==> src/rtl/fetch_pipe_pkg.sv <==
// Shared types and constants for the IF->ID fetch delay pipe.
package fetch_pipe_pkg;

  localparam int unsigned FETCH_WIDTH = 32;

  localparam logic [FETCH_WIDTH-1:0] NOP = '0;

  // One in-flight fetch record at the default width.
  typedef struct packed {
    logic                   valid;
    logic [FETCH_WIDTH-1:0] instr;
    logic [FETCH_WIDTH-1:0] pc;
    logic [FETCH_WIDTH-1:0] pc4;
  } fetch_entry_t;

endpackage : fetch_pipe_pkg

==> src/rtl/fetch_pipe_stage.sv <==
// Single pipe entry register: async reset, synchronous clear beats load.
module fetch_pipe_stage #(
  parameter int unsigned W = 1
) (
  input  logic         clk_i,
  input  logic         rst_i,
  input  logic         load_i,
  input  logic         clear_i,
  input  logic [W-1:0] d_i,
  output logic [W-1:0] q_o
);

  logic [W-1:0] entry_q;

  always_ff @(posedge clk_i or posedge rst_i) begin
    if (rst_i) begin
      entry_q <= '0;
    end else if (clear_i) begin
      entry_q <= '0;
    end else if (load_i) begin
      entry_q <= d_i;
    end
  end

  assign q_o = entry_q;

endmodule : fetch_pipe_stage

==> src/rtl/fetch_delay_pipe.sv <==
// DEPTH-stage delay line between IF and ID with stall, flush and bubble tracking.
// Define FETCH_PIPE_COLLAPSE_EN to let entries slide into bubbles while stalled.
module fetch_delay_pipe
  import fetch_pipe_pkg::*;
#(
  parameter int unsigned DEPTH = 7,
  parameter int unsigned WIDTH = FETCH_WIDTH
) (
  input  logic                       CLK,
  input  logic                       RESET,
  input  logic [WIDTH-1:0]           Instr_IN,
  input  logic [WIDTH-1:0]           Instr_PC_IN,
  input  logic [WIDTH-1:0]           Instr_PC_Plus4_IN,
  input  logic                       Valid_IN,
  input  logic                       STALL,
  input  logic                       FLUSH,
  output logic [WIDTH-1:0]           Instr_OUT,
  output logic [WIDTH-1:0]           Instr_PC_OUT,
  output logic [WIDTH-1:0]           Instr_PC_Plus4_OUT,
  output logic                       Valid_OUT,
  output logic                       Stall_Upstream,
  output logic [$clog2(DEPTH+1)-1:0] Occupancy
);

  localparam int unsigned OCC_W   = $clog2(DEPTH + 1);
  localparam int unsigned ENTRY_W = 1 + 3 * WIDTH;

  // Same layout as fetch_entry_t, sized by WIDTH.
  typedef struct packed {
    logic             valid;
    logic [WIDTH-1:0] instr;
    logic [WIDTH-1:0] pc;
    logic [WIDTH-1:0] pc4;
  } entry_t;

  entry_t             in_c;
  entry_t             stage_q [DEPTH];
  entry_t             last_q;
  logic [DEPTH-1:0]   valid_q;
  logic [DEPTH-1:0]   room_c;

  assign in_c = '{valid: Valid_IN, instr: Instr_IN, pc: Instr_PC_IN, pc4: Instr_PC_Plus4_IN};

  // room_c[k]: stage k loads from its upstream neighbour this edge.
  always_comb begin
    logic hole;
    room_c = '0;
    hole   = ~STALL;
`ifdef FETCH_PIPE_COLLAPSE_EN
    for (int k = DEPTH - 1; k >= 0; k--) begin
      hole      = hole | ~valid_q[k];
      room_c[k] = hole;
    end
`else
    for (int k = 0; k < DEPTH; k++) begin
      room_c[k] = hole;
    end
`endif
  end

  for (genvar g = 0; g < DEPTH; g++) begin : g_stage
    entry_t stage_d;

    if (g == 0) begin : g_head
      assign stage_d = in_c;
    end else begin : g_tail
      assign stage_d = stage_q[g-1];
    end

    fetch_pipe_stage #(
      .W (ENTRY_W)
    ) u_stage (
      .clk_i   (CLK),
      .rst_i   (RESET),
      .load_i  (room_c[g]),
      .clear_i (FLUSH),
      .d_i     (stage_d),
      .q_o     (stage_q[g])
    );

    assign valid_q[g] = stage_q[g].valid;
  end

  always_comb begin
    Occupancy = '0;
    for (int k = 0; k < DEPTH; k++) begin
      Occupancy = Occupancy + OCC_W'(valid_q[k]);
    end
  end

  assign last_q             = stage_q[DEPTH-1];
  assign Valid_OUT          = last_q.valid;
  assign Instr_OUT          = last_q.valid ? last_q.instr : WIDTH'(NOP);
  assign Instr_PC_OUT       = last_q.pc;
  assign Instr_PC_Plus4_OUT = last_q.pc4;

  // A flush redirects IF, so it never has to hold.
  assign Stall_Upstream = STALL & ~FLUSH & ~room_c[0];

endmodule : fetch_delay_pipe

==> config.mk <==
export PLATFORM = sky130hd
export DESIGN_NAME = fetch_delay_pipe
export DESIGN_NICKNAME = d
export VERILOG_FILES = /design/src/rtl/fetch_pipe_pkg.sv /design/src/rtl/fetch_pipe_stage.sv /design/src/rtl/fetch_delay_pipe.sv
export SDC_FILE = /design/constraint.sdc
export NUM_CORES = 1
export LEC_CHECK = 0
export BUFFER_PORTS_ARGS = -buffer_cell sky130_fd_sc_hd__buf_2
export CORE_MARGIN = 3
export CORE_UTILIZATION = 60
export DETAILED_ROUTE_END_ITERATION = 16
export GPL_TIMING_DRIVEN = 0
export PLACE_DENSITY = 0.9
export SLEW_MARGIN = 20
export SYNTH_ARGS = -nofsm -noshare
export SYNTH_HDL_FRONTEND = slang
export SYNTH_HIERARCHICAL = 1
export SYNTH_SLANG_ARGS = --single-unit
export TNS_END_PERCENT = 5
==> constraint.sdc <==
create_clock -name CLK -period 5.7 [get_ports CLK]
set_input_delay 1.14 -clock CLK [delete_from_list [all_inputs] [get_ports CLK]]
set_output_delay 1.14 -clock CLK [all_outputs]
set_load 0.01 [all_outputs]
==> results.cfg <==
[clock_network]
tritoncts_num_sinks = 679
clk-insertion-delay-late_ns = 0.58
cts_buffers = 67
cts_tree = built
cts_buffer_depth = 3
cts_root_buf = clkbuf_16
ctsResizeCount = 0
post_cts_buffers = 0
clk_pin_slew_worst_paths_ns = 0.06
htree_levels = 3
cts_hold_buf = 0

[worst_setup_path]
ff2ff_setup_slack_ns = 4.64
end_kind = output pin
critical_path.top_delay_family = adder cells
path_buf_inv = 4
cp.arrival_ns = 3.81
worst-r2r-cell-count = 2
critPathSlowestCell = dfrtp_1
crit_fanout = 10
criticalPathCategory = reg -> out
start_kind = flip-flop
path_common_cell = fa_1
crit_end = Occupancy[1]
path_depth = 8
rr_endpoint = g_stage[6].u_stage/q_o[96]
critical_path.max_stage_delay_ns = 0.73
cp-startpoint = g_stage[6].u_stage/q_o[96]
cp_cell_sequence = buf_2 > inv_1 > fa_1 > fa_1 > inv_1 > fa_1 > fa_1 > buf_2
timing.rr.start = g_stage[6].u_stage/q_o[96]
required_ns = 4.56

[global_routing]
grt_pass1_vias = 18624
grt_max_degree = 58
antenna_found_initial = 1
gr-total-overflow = 0
grt_first_pass_wirelength_um = 102000
gr-usage-all-layers = 0.261

[synth]
synthCells = 2247
synth_seq_cells = 679
synth_cell_types = 12
synth.largest_area_cell = dfrtp_1
synthTopCellsByArea = dfrtp_1 61%, mux2i_1 24%, nor2_1 9.2%, buf_4 1.5%, buf_8 1.5%
avgSynthCellArea_um2 = 12.4
synth_top_area_share = 0.611
syn_nets = 2352
yosysSeqAreaShare = 0.611
netlist_area_mm2 = 0.0278
yosys_warnings = 6

[die]
pin_count = 202
fp.dieH_um = 221
die_w_um = 221
core_area_mm2 = 0.0456
start_util = 0.610
die-area_mm2 = 0.0490
row_count = 78

[cells_and_area]
area_growth_pct = 15.1
final_nets = 2629
drive_gt1_frac = 0.161
largest_register_ffs = 679
antennaDiodeCount = 0

[power_and_ir_drop]
internal_power_uw = 7770
p_sw_uw = 2240
power.share.switching = 0.224
power.density_mw_per_mm2 = 313
leakagePower_uw = 0.0173
clock_power_share = 0.439
finalPower_uw = 10000
p_seq_frac = 0.495
ir_drop_uv = 233
power.share.combinational = 0.066

[detailed_routing]
finalWirelength_um = 63100
post-route-drc-count = 0
ant_nets = 0
wl_per_cell_um = 19.9
first_pass_iters = 7
vias_per_cell = 5.53
dr_total_vias = 17538
drt_iter0_markers = 1165

[min_path]
hold_class = reg -> reg
whs_path_depth = 2

[placed_design]
gp_congestion = 0.823
hpwl_um = 44000
portBuffers = 201

[timing]
setup-violations-final = 0
rsz0062_at_grt = no
period_share = 0.868
worst_pin_slew_ns = 0.615
fin_crit_ns = 4.95
fin_hold_ws_ns = 0.516
max_freq_ghz = 0.202
finalHoldViolCount = 0
tns_ns = 0
relSlewSlack = 0.590
skew_ns = 0.0162
drv_slew = 0

[status]
status = completed

[job]
cap_violations = 0
==> cells in the final DEF (no fill, tap or decap), types with 20 or more instances in the layout <==
master     count
mux2i_1      679
nor2_1       679
dfrtp_1      679
buf_2        209
clkbuf_1      74
clkbuf_16     71
buf_4         56
and2_1        32
buf_8         28
clkbuf_8      20
==> per-stage QoR <==
step,area (µm²),std cells,setup WS [ns],utilization
finish,32000,3171,0.753,0.703
global route,32000,3171,0.583,0.703
detailed placement,29800,3055,1.26,0.654
floorplan,27800,2247,1.97,-
CTS,32000,3171,0.639,0.703
global placement,29600,3048,0.699,0.649
==> per-layer routing <==
metal | routed length, µm | part of all wire | track usage | vias up
met4 | 2770 | 0.044 | 0.118 | 2
met5 | 7 | 0.00011 | 0 | -
met3 | 3100 | 0.049 | 0.0419 | 149
met1 | 25100 | 0.40 | 0.322 | 8879
li1 | - | - | - | 8007
met2 | 32200 | 0.51 | 0.456 | 501
==> tightest hold or removal path, stage by stage (launching register included) <==
cell and delay (ns):
dfrtp_1 0.34, mux2i_1 0.06, nor2_1 0.07
==> power by group through the flow <==
stage | registers [µW] | clock network [µW] | logic [µW]
6_report | 4950 | 4390 | 663
5_1_grt | 4960 | 4660 | 721
4_1_cts | 4950 | 4460 | 670
3_5_place_dp | 5040 | 0 | 664
3_3_place_gp | 5040 | 0 | 613
2_1_floorplan | 5020 | 0 | 475
==> cells in the mapped netlist <==
master / instances
dfrtp_1: 679
mux2i_1: 679
nor2_1: 679
clkbuf_1: 63
buf_4: 56
and2_1: 32
buf_8: 28
inv_1: 16
buf_2: 8
fa_1: 4
clkbuf_2: 2
nor2b_1: 1
==> layout make-up <==
cell class / instances / area (µm²)
plain buffers: 157 / 1130
multi-input cells: 1395 / 9630
clock buffers: 102 / 2090
clock inverters: 14 / 130
inverters: 16 / 95.1
well taps: 600 / 751
repair buffers: 208 / 1200
flip-flops and latches: 679 / 17000
fillers: 2967 / 13600
==> cells by family after synthesis <==
family                   count (synthesis)  share of synthesized area
AND/OR/NAND/NOR                        712                     0.0991
multiplexers                           679                      0.244
flip-flops                             679                      0.611
buffers and inverters                  173                     0.0427
adder cells (fa/ha/maj)                  4                    0.00288
==> worst min-delay path by stage <==
stage	startpoint	to	slack [ns]
floorplan	g_stage[6].u_stage/q_o[64]	g_stage[6].u_stage/q_o[64]	0.48
CTS	g_stage[6].u_stage/q_o[71]	g_stage[6].u_stage/q_o[71]	0.52
global route	g_stage[6].u_stage/q_o[92]	g_stage[6].u_stage/q_o[92]	0.53
global placement	g_stage[6].u_stage/q_o[71]	g_stage[6].u_stage/q_o[71]	0.49
finish	g_stage[1].u_stage/q_o[21]	g_stage[1].u_stage/q_o[21]	0.52
detailed placement	g_stage[6].u_stage/q_o[71]	g_stage[6].u_stage/q_o[71]	0.50
No activity file was read; power rests on OpenSTA's default activity.
